$ cat src/rtl/alu_arbiter.sv
// Round-robin arbiter sharing one combinational ALU between two requesters.
// Operands are registered, the result is captured and held until acked.
module alu_arbiter #(
    parameter int DATA_W  = 32,
    parameter int OPSEL_W = 6
) (
    input  logic               clk,
    input  logic               rst_n,
    input  logic               req0_valid,
    output logic               req0_ready,
    input  logic [OPSEL_W-1:0] req0_opsel,
    input  logic               req0_iscmp,
    input  logic               req0_isjal,
    input  logic [DATA_W-1:0]  req0_a,
    input  logic [DATA_W-1:0]  req0_b,
    input  logic               req1_valid,
    output logic               req1_ready,
    input  logic [OPSEL_W-1:0] req1_opsel,
    input  logic               req1_iscmp,
    input  logic               req1_isjal,
    input  logic [DATA_W-1:0]  req1_a,
    input  logic [DATA_W-1:0]  req1_b,
    output logic               rsp0_valid,
    input  logic               rsp0_ack,
    output logic               rsp1_valid,
    input  logic               rsp1_ack,
    output logic [DATA_W-1:0]  rsp_data,
    output logic [OPSEL_W-1:0] alu_opsel,
    output logic               alu_iscmp,
    output logic               alu_isjal,
    output logic [DATA_W-1:0]  alu_a,
    output logic [DATA_W-1:0]  alu_b,
    input  logic [DATA_W-1:0]  alu_out
);

    typedef enum logic [1:0] {
        IDLE = 2'd0,
        EXEC = 2'd1,
        RESP = 2'd2
    } state_t;

    state_t              state_q;
    state_t              state_d;
    logic                prio;
    logic                gnt;
    logic                sel;
    logic                accept;
    logic                ack_gnt;
    logic [OPSEL_W-1:0]  op_opsel;
    logic                op_iscmp;
    logic                op_isjal;
    logic [DATA_W-1:0]   op_a;
    logic [DATA_W-1:0]   op_b;
    logic [DATA_W-1:0]   res;

    // A lone valid wins outright; prio only breaks ties.
    assign sel = (req0_valid && req1_valid) ? prio : req1_valid;
    assign ack_gnt = gnt ? rsp1_ack : rsp0_ack;

    always_comb begin
        state_d    = state_q;
        req0_ready = 1'b0;
        req1_ready = 1'b0;
        accept     = 1'b0;
        unique case (state_q)
            IDLE: begin
                req0_ready = req0_valid && !sel;
                req1_ready = req1_valid && sel;
                accept     = req0_valid || req1_valid;
                if (accept) state_d = EXEC;
            end
            EXEC: state_d = RESP;
            RESP: if (ack_gnt) state_d = IDLE;
            default: state_d = IDLE;
        endcase
    end

    always_ff @(posedge clk) begin
        if (!rst_n) begin
            state_q  <= IDLE;
            prio     <= 1'b0;
            gnt      <= 1'b0;
            op_opsel <= '0;
            op_iscmp <= 1'b0;
            op_isjal <= 1'b0;
            op_a     <= '0;
            op_b     <= '0;
            res      <= '0;
        end else begin
            state_q <= state_d;
            if (accept) begin
                gnt      <= sel;
                op_opsel <= sel ? req1_opsel : req0_opsel;
                op_iscmp <= sel ? req1_iscmp : req0_iscmp;
                op_isjal <= sel ? req1_isjal : req0_isjal;
                op_a     <= sel ? req1_a : req0_a;
                op_b     <= sel ? req1_b : req0_b;
            end
            if (state_q == EXEC) res <= alu_out;
            if (state_q == RESP && ack_gnt) prio <= ~gnt;
        end
    end

    assign rsp0_valid = (state_q == RESP) && !gnt;
    assign rsp1_valid = (state_q == RESP) && gnt;
    assign rsp_data   = res;
    assign alu_opsel  = op_opsel;
    assign alu_iscmp  = op_iscmp;
    assign alu_isjal  = op_isjal;
    assign alu_a      = op_a;
    assign alu_b      = op_b;

endmodule

$ cat config.mk
export PLATFORM = sky130hd
export DESIGN_NAME = alu_arbiter
export DESIGN_NICKNAME = d
export VERILOG_FILES = /design/src/rtl/alu_arbiter.sv
export SDC_FILE = /design/constraint.sdc
export NUM_CORES = 1
export LEC_CHECK = 0
export ABC_AREA = 1
export BUFFER_PORTS_ARGS = -buffer_cell sky130_fd_sc_hd__buf_2
export CORE_AREA = 2 2 112 114
export CTS_BUF_LIST = sky130_fd_sc_hd__clkbuf_4
export DETAILED_ROUTE_END_ITERATION = 12
export DIE_AREA = 0 0 114 116
export PLACE_DENSITY = 0.78
export SLEW_MARGIN = 10
export SYNTH_ARGS = -nofsm -noshare
export SYNTH_HDL_FRONTEND = slang
export SYNTH_SLANG_ARGS = --single-unit
$ cat constraint.sdc
create_clock -name clk -period 1.7 [get_ports clk]
set_input_delay 0.425 -clock clk [delete_from_list [all_inputs] [get_ports clk]]
set_output_delay 0.425 -clock clk [all_outputs]
set_load 0.03 [all_outputs]
==> Word-level counts from Yosys, hierarchy flattened <==
Cells that the tools add are included.
{ "word_totals": {"ff_bits": 108, "wordCells": 38} }
{ "classes": {"muxes": 13, "eq_ne": 4, "n_bitwise": 1, "n_reduce_logical": 11} }
{ "op_table": {"columns": ["operator", "count"], "rows": [
  ["two-way mux 32 bit", 2],
  ["two-way mux 1 bit", 7],
  ["logical AND 1 bit", 6],
  ["two-way mux 6 bit", 1],
  ["one-hot mux 2 bit (3 select lines)", 1],
  ["two-way mux 2 bit", 2],
  ["!= test 2 bit, second input constant", 2],
  ["== test 2 x 1 -> 1 bit, second input constant", 1],
  ["== test 2 bit, second input constant", 1],
  ["zero test 1 bit", 2],
  ["zero test 2 bit", 1],
  ["AND reduction 2 bit", 1],
  ["logical OR 1 bit", 1],
  ["inverter 1 bit", 1]
]} }

==> Longest topological paths before layout <==
{ "logic_depth": {"depth_word": 5, "ltp_mapped": 8} }

==> Worst setup path before layout <==
No wires, ideal clock.
{ "synth_timing": {"path_type": "input to output", "start": "in req0_valid", "end": "out req1_ready", "required_time_ns": 1.275, "path_buffers": 2, "stages": 5, "setup_slack_ns": 0.153, "arrival_ns": 1.122, "path_cell_list": "nand2_1 buf_2 buf_2 nand3_1 inv_1"} }
{ "synth_via": {"elab_chain_len": 4} }
{ "synth_rtl": {"columns": ["item", "line", "text"], "rows": [
  ["start, declared", "9", "input logic req0_valid,"],
  ["logical AND 1 bit", "57", "assign sel = (req0_valid && req1_valid) ? prio : req1_valid;"],
  ["two-way mux 1 bit", "57", null],
  ["logical AND 1 bit", "68", "req1_ready = req1_valid && sel;"],
  ["two-way mux 1 bit", "65", "unique case (state_q)"],
  ["end, declared", "17", "output logic req1_ready,"]
]} }
No other way between the ends.

==> Worst setup path after layout <==
{ "layout_timing": {"start": "reg state_q[1]", "end": "out rsp1_valid"} }
{ "layout_via": {"elab_chain_len": 2} }
{ "layout_rtl": {"columns": ["item", "line", "text"], "rows": [
  ["start, declared", "42", "state_t state_q;"],
  ["start signal, assigned", "90", "state_q <= state_d;"],
  ["== test 2 bit", "105", "assign rsp1_valid = (state_q == RESP) && gnt;"],
  ["logical AND 1 bit", "105", null],
  ["end, declared", "25", "output logic rsp1_valid,"]
]} }
No other way between the ends.

==> impl_metrics.json <==
{
  "synth.avg_cell_area_sq_um": 6.93,
  "finClkSkew_ns": 0.0132,
  "yosysWarnings": 0,
  "min_from": "alu_out[0]",
  "gp_congestion": 0.851,
  "initial_core_util_pct": 42.7,
  "slowest_stage": "dfxtp_4",
  "io_buffers": 289,
  "violations": "negative setup slack",
  "post-place-ws_ns": 0.200,
  "holdPathEnd": "rsp_data[0]",
  "dr.pass1.iters": 6,
  "grt_start_max_net_pins": 106,
  "end_kind": "output pin",
  "ys_seq_area_share_pct": 42.5,
  "fin_crit_ns": 1.74,
  "final_nets": 1166,
  "rsz0062_at_grt": "true",
  "outcome": "finished, violations left",
  "peakVddDrop_uv": 433,
  "grt_antenna_before_repair": 1,
  "setup_violations": 4,
  "dp.cells": 1115,
  "cts_sinks": 108,
  "slowest_delay_ns": 0.41,
  "wl_um": 14800,
  "reg2reg_slack_ns": 0.30,
  "cp_cell_sequence": "inv_4 -> nor2_4 -> inv_2 -> nor2_1 -> buf_4",
  "synth_cells": 734,
  "synth.cell_area_sq_um": 5080,
  "post_route_cells_drive_above_1_share_pct": 33.5,
  "ys_ff_latch": 108,
  "fin_hold_ws_ns": 0.158,
  "ctsHoldBuffers": 0,
  "area_growth_pct": 34.5,
  "holdCritPathClass": "input pin to flip-flop",
  "startpoint_type": "flip-flop",
  "synth_top_cell_by_area": "dfxtp_1",
  "syn-num-nets": 916,
  "cts_root_buf": "clkbuf_4",
  "grt-ovfl-total": 0,
  "worst_pin_slew_ns": 0.449,
  "drc": 0,
  "finalMaxSlewViolations": 0,
  "clkTransAtPathRegs_ns": 0.17,
  "max_slew_margin_pct": 70.0,
  "critical_path_required_ns": 1.27,
  "drtIter0Drc": 313,
  "synthTopCellsByArea": "dfxtp_1 (43%), nor2_1 (16%), o21ai_0 (9.4%), a21boi_0 (7.8%), nand3_1 (7.5%)",
  "die_w_um": 114,
  "grt_pass1_vias": 4763,
  "cts_tree": "done",
  "die_h_um": 116,
  "drt-wirelength-per-cell_um": 13.0,
  "fin_ws_ns": -0.0414,
  "synth.distinct_cells": 15,
  "holdPathStages": 3,
  "final_hold_viol_count": 0,
  "drtAntennaViolNets": 0,
  "core_sq_um": 11900,
  "placed_cell_area_sq_um": 6580,
  "via_per_inst": 4.94,
  "fmax_mhz": 574,
  "cp_max_fo": 3,
  "stdcell_area_sq_um": 6840,
  "worstPathArrival_ns": 1.32,
  "max_cap_violations": 0,
  "worstReg2RegStart": "state_q[0]",
  "min_period_over_period_pct": 102,
  "utilization_pct": 57.4,
  "r2r_cells": 7,
  "vias": 5618,
  "worst-setup-path-type": "flip-flop to output pin",
  "cts_max_level": 3,
  "clk_latency_ns": 0.47,
  "fp-row-count": 40,
  "cts_max_path_buffers": 2,
  "grt_pass1_wl_um": 23100,
  "synth_top_area_share_pct": 42.5,
  "cellLeakagePower_nw": 3.50,
  "regToRegEndpoint": "alu_a[28]",
  "hpwl_um": 10100,
  "numCtsBuffers": 9,
  "die_area_sq_um": 13200,
  "grt_usage_pct": 21.5,
  "io_pins": 290,
  "powerDensity_nw_per_um2": 968,
  "finalNonFillerCells": 1137
}
[area by class of cell]
type                            count  area [sq um]
Antenna cell                        1          2.50
Clock buffer                        9          67.6
Clock inverter                      7          97.6
Fill cell                        1156          5070
Inverter                            9          36.3
Multi-Input combinational cell    553          2620
Sequential cell                   108          2170
Tap cell                          147           184
Timing Repair Buffer              303          1660
[layer usage]
layer	track usage, %	routed length, um	part of all wire, %	vias to the layer above
met1	25.5	6220	42	2460
met2	35.9	7010	47	212
met3	6.01	1140	7.7	37
met5	0	0	0	-
li1	-	-	-	2909
met4	10.9	467	3.1	0
[timing repair]
action | in CTS | in global routing
setup endpoints to repair | 4 | 4
resized for setup | 18 | 4
pin swaps | 2 | 3
buffers inserted | 5 | 0
[power breakdown]
| part | total (W) | internal [W] | leakage [nW] | switching [W] |
|---|---|---|---|---|
| clock network | 0.00149 | 0.000604 | 0.0829 | 0.000887 |
| registers | 0.00297 | 0.00283 | 0.896 | 0.000134 |
| logic | 0.00216 | 0.000729 | 2.52 | 0.00143 |
| total | 0.00662 | 0.00416 | 3.50 | 0.00245 |
[metrics by stage]
stage | TNS [ns] | power [W]
after detailed placement | 0 | 0.00515
after floorplan | 0 | 0.00446
final | -0.121 | 0.00662
after CTS | -0.382 | 0.00667
after global routing | -0.469 | 0.00701
after global placement | 0 | 0.00512
[cell usage in the layout, fill, tap and decap left out, types with 7 or more instances in the layout]
master	instances
o21ai_0	95
dfxtp_1	105
nand2_1	80
clkbuf_4	9
nand3_1	75
a21boi_0	53
buf_4	9
nor2_1	212
o21ai_1	10
buf_2	284
a21boi_1	19
buf_12	7
[how the worst max path moves through the flow]
| stage | start | endpoint |
|---|---|---|
| floorplan | req0_valid | req1_ready |
| global placement | req0_valid | req0_ready |
| detailed placement | req0_valid | alu_a[28] |
| CTS | state_q[1] | rsp0_valid |
| global route | state_q[1] | rsp1_valid |
| finish | state_q[1] | rsp1_valid |
[worst max-delay path: cells and delay by family (launching register included)]
kind | cells | cell delay [ns]
flip-flops | 1 | 0.41
buffers and inverters | 3 | 0.25
AND/OR/NAND/NOR | 2 | 0.17
[logic make-up after synthesis]
logic type / share of synthesized area (%)
buf+inv: 6.65
compound gates: 21.3
flops: 42.5
simple gates: 29.6
[Yosys cell counts]
library cell	n
clkbuf_1	30
nand3_1	76
inv_1	9
nor2_4	1
buf_4	6
o21ai_0	95
a21oi_1	3
buf_2	27
dfxtp_1	108
buf_6	1
nor2_1	215
nand2_1	81
o21ai_1	10
a21boi_1	19
a21boi_0	53
[state kept, by name (all words and copies together), names as in the netlist]
| name | count |
|---|---|
| alu_isjal | 1 |
| alu_iscmp | 1 |
| alu_a | 32 |
| alu_b | 32 |
| prio | 1 |
| state_q | 2 |
| alu_opsel | 6 |
| gnt | 1 |
| rsp_data | 32 |
Power figures use the tool's default switching activity.
